File: src/rtl/ts_sync_lock.sv
// rtl/ts_sync_lock.sv - transport-stream sync acquisition and packet-aligned forwarding
//
// Hunts for the 0x47 sync byte at a fixed packet pitch, confirms it over
// LOCK_COUNT packets, then forwards whole aligned packets with a regenerated
// mpeg_sync. Lock is dropped after UNLOCK_COUNT consecutive bad sync positions.
//
// Build option: define TS_SYNC_INV_EN to also accept 8'hB8 (inverted sync,
// energy-dispersal frame start) as a good sync byte.
//
// Ports:
//   mpeg_clk   in   1  byte clock, rising edge
//   mpeg_rst   in   1  asynchronous active-high reset
//   raw_data   in   8  raw TS byte
//   raw_valid  in   1  raw_data carries a byte this cycle
//   mpeg_data  out  8  aligned byte (registered, holds when no byte arrives)
//   mpeg_valid out  1  mpeg_data is a forwarded byte (only while locked)
//   mpeg_sync  out  1  forwarded byte is byte 0 of a packet
//   mpeg_err   out  1  forwarded byte 0 whose sync byte was wrong (flywheel)
//   locked     out  1  state machine is in LOCK
//   loss_cnt   out 16  saturating count of lock-loss events

module ts_sync_lock #(
    parameter int PKT_LEN      = 188,
    parameter int LOCK_COUNT   = 3,
    parameter int UNLOCK_COUNT = 3
) (
    input  logic       mpeg_clk,
    input  logic       mpeg_rst,
    input  logic [7:0] raw_data,
    input  logic       raw_valid,
    output logic [7:0] mpeg_data,
    output logic       mpeg_valid,
    output logic       mpeg_sync,
    output logic       mpeg_err,
    output logic       locked,
    output logic [15:0] loss_cnt
);

    localparam logic [7:0] LAST_POS = 8'(PKT_LEN - 1);
    localparam logic [3:0] LOCK_N   = 4'(LOCK_COUNT);
    localparam logic [3:0] UNLOCK_N = 4'(UNLOCK_COUNT);

    typedef enum logic [1:0] {
        S_HUNT   = 2'd0,
        S_VERIFY = 2'd1,
        S_LOCK   = 2'd2
    } state_t;

    state_t      state_q, state_d;
    logic [7:0]  pos_q, pos_d;
    logic [3:0]  good_q, good_d;
    logic [3:0]  miss_q, miss_d;
    logic [15:0] loss_q, loss_d;

    logic [7:0]  data_q;
    logic        valid_q, valid_d;
    logic        sync_q, sync_d;
    logic        err_q, err_d;

    logic        sync_match;
    logic        at_sync;
    logic [7:0]  pos_next;

    always_comb begin
`ifdef TS_SYNC_INV_EN
        sync_match = (raw_data == 8'h47) || (raw_data == 8'hB8);
`else
        sync_match = (raw_data == 8'h47);
`endif
    end

    assign at_sync  = (pos_q == 8'd0);
    assign pos_next = (pos_q == LAST_POS) ? 8'd0 : pos_q + 8'd1;

    // State register and per-packet bookkeeping
    always_ff @(posedge mpeg_clk or posedge mpeg_rst) begin
        if (mpeg_rst) begin
            state_q <= S_HUNT;
            pos_q   <= 8'd0;
            good_q  <= 4'd0;
            miss_q  <= 4'd0;
            loss_q  <= 16'd0;
        end else begin
            state_q <= state_d;
            pos_q   <= pos_d;
            good_q  <= good_d;
            miss_q  <= miss_d;
            loss_q  <= loss_d;
        end
    end

    // Next-state logic; nothing moves on cycles without a byte
    always_comb begin
        state_d = state_q;
        pos_d   = pos_q;
        good_d  = good_q;
        miss_d  = miss_q;
        loss_d  = loss_q;
        if (raw_valid) begin
            case (state_q)
                S_HUNT: begin
                    // The matching byte itself is position 0, so the next byte is 1
                    if (sync_match) begin
                        state_d = S_VERIFY;
                        pos_d   = 8'd1;
                        good_d  = 4'd1;
                    end
                end
                S_VERIFY: begin
                    pos_d = pos_next;
                    if (at_sync) begin
                        if (sync_match) begin
                            good_d = good_q + 4'd1;
                            if (good_q + 4'd1 == LOCK_N) begin
                                state_d = S_LOCK;
                                miss_d  = 4'd0;
                            end
                        end else begin
                            // The failing byte is not retried as a new candidate
                            state_d = S_HUNT;
                        end
                    end
                end
                S_LOCK: begin
                    pos_d = pos_next;
                    if (at_sync) begin
                        if (sync_match) begin
                            miss_d = 4'd0;
                        end else begin
                            miss_d = miss_q + 4'd1;
                            if (miss_q + 4'd1 == UNLOCK_N) begin
                                state_d = S_HUNT;
                                if (loss_q != 16'hFFFF) begin
                                    loss_d = loss_q + 16'd1;
                                end
                            end
                        end
                    end
                end
                default: begin
                    state_d = S_HUNT;
                end
            endcase
        end
    end

    // Output decode: forwarding follows the state after this byte, so the
    // lock-completing sync is forwarded and the unlocking byte is not
    always_comb begin
        valid_d = raw_valid && (state_d == S_LOCK);
        sync_d  = valid_d && at_sync;
        err_d   = valid_d && at_sync && !sync_match;
    end

    always_ff @(posedge mpeg_clk or posedge mpeg_rst) begin
        if (mpeg_rst) begin
            data_q  <= 8'd0;
            valid_q <= 1'b0;
            sync_q  <= 1'b0;
            err_q   <= 1'b0;
        end else begin
            if (raw_valid) begin
                data_q <= raw_data;
            end
            valid_q <= valid_d;
            sync_q  <= sync_d;
            err_q   <= err_d;
        end
    end

    assign mpeg_data  = data_q;
    assign mpeg_valid = valid_q;
    assign mpeg_sync  = sync_q;
    assign mpeg_err   = err_q;
    assign locked     = (state_q == S_LOCK);
    assign loss_cnt   = loss_q;

endmodule
File: config.mk
export PLATFORM = sky130hd
export DESIGN_NAME = ts_sync_lock
export DESIGN_NICKNAME = d
export VERILOG_FILES = /design/src/rtl/ts_sync_lock.sv
export SDC_FILE = /design/constraint.sdc
export NUM_CORES = 1
export LEC_CHECK = 0
export CAP_MARGIN = 20
export CORE_ASPECT_RATIO = 1.5
export CORE_MARGIN = 2
export CORE_UTILIZATION = 40
export DETAILED_ROUTE_END_ITERATION = 8
export PLACE_DENSITY_LB_ADDON = 0.05
export SLEW_MARGIN = 20
export SYNTH_ARGS = -nofsm -noshare
export SYNTH_HDL_FRONTEND = slang
export SYNTH_SLANG_ARGS = --single-unit
File: constraint.sdc
create_clock -name mpeg_clk -period 3.4 [get_ports mpeg_clk]
set_input_delay 0.68 -clock mpeg_clk [delete_from_list [all_inputs] [get_ports mpeg_clk]]
set_output_delay 0.68 -clock mpeg_clk [all_outputs]
set_load 0.02 [all_outputs]
* Word level (Yosys, flattened, before mapping)
Index checks and enable logic that the tools add are counted.
** Storage, ports and cells
- Register bits after elaboration :: 45
- Output and inout port bits :: 28
- Bits of input ports :: 11
- Logic and storage cells :: 63
** Operators by class
- Equal/unequal tests :: 13
- Bitwise operators :: 1
- Reductions and logical operators :: 14
- Add/sub/neg operators :: 4
- Muxes and demuxes :: 22
** Operators with widths (number)
- $mux W4 :: 8
- $add A16 B1 Y16 const B :: 1
- $mux W2 :: 8
- $mux W8 :: 2
- $ne A16 B16 Y1 const B :: 1
- $pmux W4 S2 :: 2
- $pmux W8 S2 :: 1
- $reduce_and A6 Y1 :: 2
- $add A4 B1 Y4 const B :: 2
- $add A8 B1 Y8 const B :: 1
- $eq A4 B2 Y1 const B :: 2
- $eq A8 B7 Y1 const B :: 1
- $eq A8 B8 Y1 const B :: 1
- $logic_not A8 Y1 :: 1
- $ne A2 B2 Y1 const B :: 4
- $pmux W2 S3 :: 1
- $reduce_bool A2 Y1 :: 3
- $reduce_and A5 Y1 :: 1
- $eq A2 B2 Y1 const B :: 2
- $logic_and A1 B1 Y1 :: 3
- $reduce_and A3 Y1 :: 1
- $eq A2 B1 Y1 const B :: 1
- $logic_not A2 Y1 :: 1
- $ne A2 B1 Y1 const B :: 1
- 3 further kinds :: 3

* Depth between registers and ports, before layout
- Depth after elaboration :: 11
- Mapped depth :: 8
- Gate-level depth less buffers :: 7

* Worst setup path before layout
Ideal clock, no wire load.
- Kind :: input to register
- Start point :: input raw_data[7]
- End point :: register miss_q[1]
- Path buffers :: 0
- Stages on the path :: 5
- Setup slack :: 767 ps
- Required time :: 3275 ps
- Setup time :: 125 ps
- Data arrival time :: 2508 ps
- Path through :: or4b_4 -> or2_0 -> or4_4 -> a21oi_4 -> mux2_4
** Between the ends
- Word-level cells in the longest chain between the ends :: 4
- Elaborated cells between the ends (all ways) :: 6
- Classes of those cells :: 2 x eq/ne; 3 x mux; 1 x reduce/logical
** Ends and longest elaborated chain
- start: declaration :: line 29 : input logic [7:0] raw_data,
- $eq A8 B7 Y1 * :: line 68 : sync_match = (raw_data == 8'h47);
- $mux W4 :: line 127 : if (sync_match) begin
- $mux W4 :: line 126 : if (at_sync) begin
- $pmux W4 S2 :: line 100 : case (state_q)
- end signal: assignment :: line 87 : miss_q <= miss_d;
- end: declaration :: line 52 : logic [3:0] miss_q, miss_d;
Every way passes the cells marked *; elsewhere a longest branch is shown, timed or not. The select of a mux whose other input is x is not followed.
A chain may end at the register's enable or synchronous reset.

* Final worst setup path
Ends and elaborated chain as after synthesis.

==> run metrics <==
result of the run completed; total DRC errors in the routed layout 0; number of buffers on the longest clock path 2; number of slew-limit violations in the final report 0; sequential-to-total area share from yosys stat 0.449; combinational family with the most area after synthesis simple AND/OR/NAND/NOR gates; Avg WL per Cell 16.0 um; clock-pin slew reported for the worst setup and hold paths after clock tree synthesis 80 ps; clock latency reported for the late side of the worst-skew pair 290 ps; global-route wire length before repair 9660 um; WP data required 3580 ps; share of flip-flops with an asynchronous set or reset 1.00; total of hold buffers inserted after clock tree synthesis 0; largest stage delay on the critical path 580 ps; synthesized cell area 2510 um2; maximum number of pins on one net before global-route repair 46; effective utilization at floorplan 0.412; portion of netlist area occupied by mux cells 0.0594; Layout Cells excl Fill 365; HPWL after detailed placement 4290 um; register area 1130 um2; met2 capacity usage during global routing 0.328; height of the chip 101 um; proportion of layout cells with a drive suffix above 1 0.117; total via count in the routed design 1,998; Slew HR 0.374; Detailed Route WL 5840 um; area share of the leading cell type in the synthesized netlist 0.449; final period utilization 0.841; Netlist cell types 54; synthesized net count 267; final hold viol count 0; Syn. warnings 0; CTS buffer count 5; number of port buffers 38; first-iteration detailed-routing DRC count 104; Initial DRT Pass Iterations 4; Inserted Diodes 0; All-Layer GR Usage 0.184; overall overflow remaining after global route 0; number of resized instances in the post-cts repair step 0; Clock Root Buffer sky130_fd_sc_hd__clkbuf_8; RSZ-0062 raised after global routing no; number of flops mapped to enable cells by yosys 0; Die Area 6930 um2; reg-to-reg slack, setup 750 ps; count of H-tree levels built during CTS 2; weighted congestion reported at the end of routability-driven placement 0.730; Setup Buffers After CTS 0; total buffers and inverters traversed by the critical path 1; number of standard-cell rows in the floorplan 35; arrival time reported for the critical path endpoint 3040 ps; Cells after Synth 245; total of flip-flops plus latches after synthesis 45; WHS Endpoint loss_cnt[7]; Most used DFF post-synth sky130_fd_sc_hd__dfrtp_1; post-synthesis share of cell area spent on and, or, nand and nor gates 0.242; Critical Path Fanout Max 5; worst-case reg-to-reg path depth 6; sort of element at the start of the critical path input port; actual slew at the worst max-slew pin 934 ps; minimum period implied by the final worst setup slack 2860 ps; Peak supply drop 0.183 mV; standby leakage power 0.00129 uW; met1 routing resource usage after global routing 0.223; Critical Path, Cell by Cell clkdlybuf4s50_1 > or4b_4 > or2_0 > or4_4 > a21oi_4 > mux2_4; Fill cells 584; die boundary width 68.6 um; Avg Cell Area, Syn 10.2 um2; Nets 313; cell with the biggest individual delay on the critical path sky130_fd_sc_hd__or4b_4; post-route ant nets 0; launching point of the worst reg2reg path pos_q[2]; Avg Vias per Cell 5.47; Layout Skew 6.13 ps; TritonCTS clock tree built; depth of the worst hold-timing path 1; Setup Total Neg Slack 0 ps; maximum clock frequency 0.350 GHz; leading area contributor after synthesis sky130_fd_sc_hd__dfrtp_1; min-delay src loss_cnt[7]; cell count after placement 358; count of pins on the block boundary 39; # setup viols final 0; total power divided by cell area 398 nW/um2; crit end category flop; XOR/XNOR Fraction of Synth Area 0.0664; Top Family by Delay on Critical Path simple AND/OR/NAND/NOR gates; met3 GRT Util 0.0279; area of the multi-input gates 1320 um2; class of the tightest hold or removal check reg2reg; endpoint of the worst-slack reg-to-reg timing path loss_cnt[1]; area growth from synthesis to layout 23.2%; Adder-Cell Fraction of Synth Area 0.0549; count of max-cap constraint violations 0; most used routing layer met2; category of the critical setup timing path in2reg; floorplan core area 6090 um2; leading post-synthesis cells by cell area sky130_fd_sc_hd__dfrtp_1, sky130_fd_sc_hd__ha_1, sky130_fd_sc_hd__mux2_2, sky130_fd_sc_hd__xnor2_1, sky130_fd_sc_hd__nand4_1; complex-gate fraction of the synthesized area 0.102; number of clock sinks 45; via count of the first global-routing pass 2,050; number of antenna violations at the first check in global routing 0
==> Yosys cell counts (3+ instances only) <==
library cell,n
sky130_fd_sc_hd__xnor2_1,14
sky130_fd_sc_hd__inv_1,11
sky130_fd_sc_hd__and3_1,10
sky130_fd_sc_hd__nor3_1,7
sky130_fd_sc_hd__nor2_1,18
sky130_fd_sc_hd__and2_1,5
sky130_fd_sc_hd__mux2_2,11
sky130_fd_sc_hd__nand4b_1,3
sky130_fd_sc_hd__nand3b_1,3
sky130_fd_sc_hd__xor2_1,5
sky130_fd_sc_hd__nand2b_1,3
sky130_fd_sc_hd__nor4_1,3
sky130_fd_sc_hd__nand4_1,12
sky130_fd_sc_hd__ha_1,11
sky130_fd_sc_hd__nand3_1,14
sky130_fd_sc_hd__o21ai_0,7
sky130_fd_sc_hd__dfrtp_1,45
sky130_fd_sc_hd__nand2_1,15
==> layout by cell type, fill, tap and decap left out, drive strengths merged, types with 11 or more instances in the layout <==
master / synthesis / layout
nand3: 14 / 14
clkdlybuf4s50: 0 / 38
mux2: 12 / 12
nor2: 18 / 18
ha: 11 / 11
nand2: 15 / 15
dfrtp: 45 / 45
xnor2: 14 / 14
nand4: 12 / 12
==> per-layer routing <==
layer,share of wire,wire [um],vias up
met5,0,0,-
met4,0.0050,29,0
met3,0.024,143,2
met2,0.55,3210,27
met1,0.42,2460,982
li1,-,-,987
==> logic make-up after synthesis <==
| kind of cell | after synthesis |
|---|---|
| DFF | 45 |
| muxes | 13 |
| AOI/OAI and AO/OA | 33 |
| buffers and inverters | 16 |
| xor gates and xnor gates | 19 |
| adders and majority gates | 11 |
| and+or+nand+nor | 108 |
==> cell type report <==
type / count / area share
Sequential cell: 45 / 0.365
Clock buffer: 7 / 0.0279
Timing Repair Buffer: 44 / 0.138
Inverter: 11 / 0.0138
Tap cell: 74 / 0.0300
Multi-Input combinational cell: 184 / 0.426
==> power by group <==
part           internal (uW)  switching [uW]  leakage, uW
clock                    162             172    0.0000443
sequential               569            38.0     0.000589
combinational            125             166     0.000653
==> sequential cells by signal, indices dropped and copies added, names as in the netlist, 2 cells and up <==
signal / cells
state_q: 2
pos_q: 8
good_q: 4
miss_q: 4
mpeg_data: 8
loss_cnt: 16
==> through the flow <==
stage | hold WS [ps] | setup WS, ps | utilization | instance area (um2) | power (uW)
after floorplan | 470 | 767 | - | 2510 | 809
after global placement | 491 | 275 | 0.493 | 3000 | 910
final | 506 | 540 | 0.508 | 3090 | 1230
after detailed placement | 493 | 250 | 0.493 | 3000 | 910
after CTS | 505 | 563 | 0.507 | 3090 | 1250
after global routing | 530 | 466 | 0.508 | 3090 | 1320
==> worst max-delay path by stage <==
stage,start,end,slack [ps],cells after the start
2_1_floorplan,raw_data[7],miss_q[1],770,5
3_3_place_gp,raw_data[7],miss_q[1],280,6
3_5_place_dp,raw_data[7],miss_q[1],250,6
4_1_cts,raw_data[7],miss_q[1],560,6
5_1_grt,raw_data[3],loss_cnt[1],470,7
6_report,raw_data[7],miss_q[1],540,6
Power figures use the tool's default switching activity.
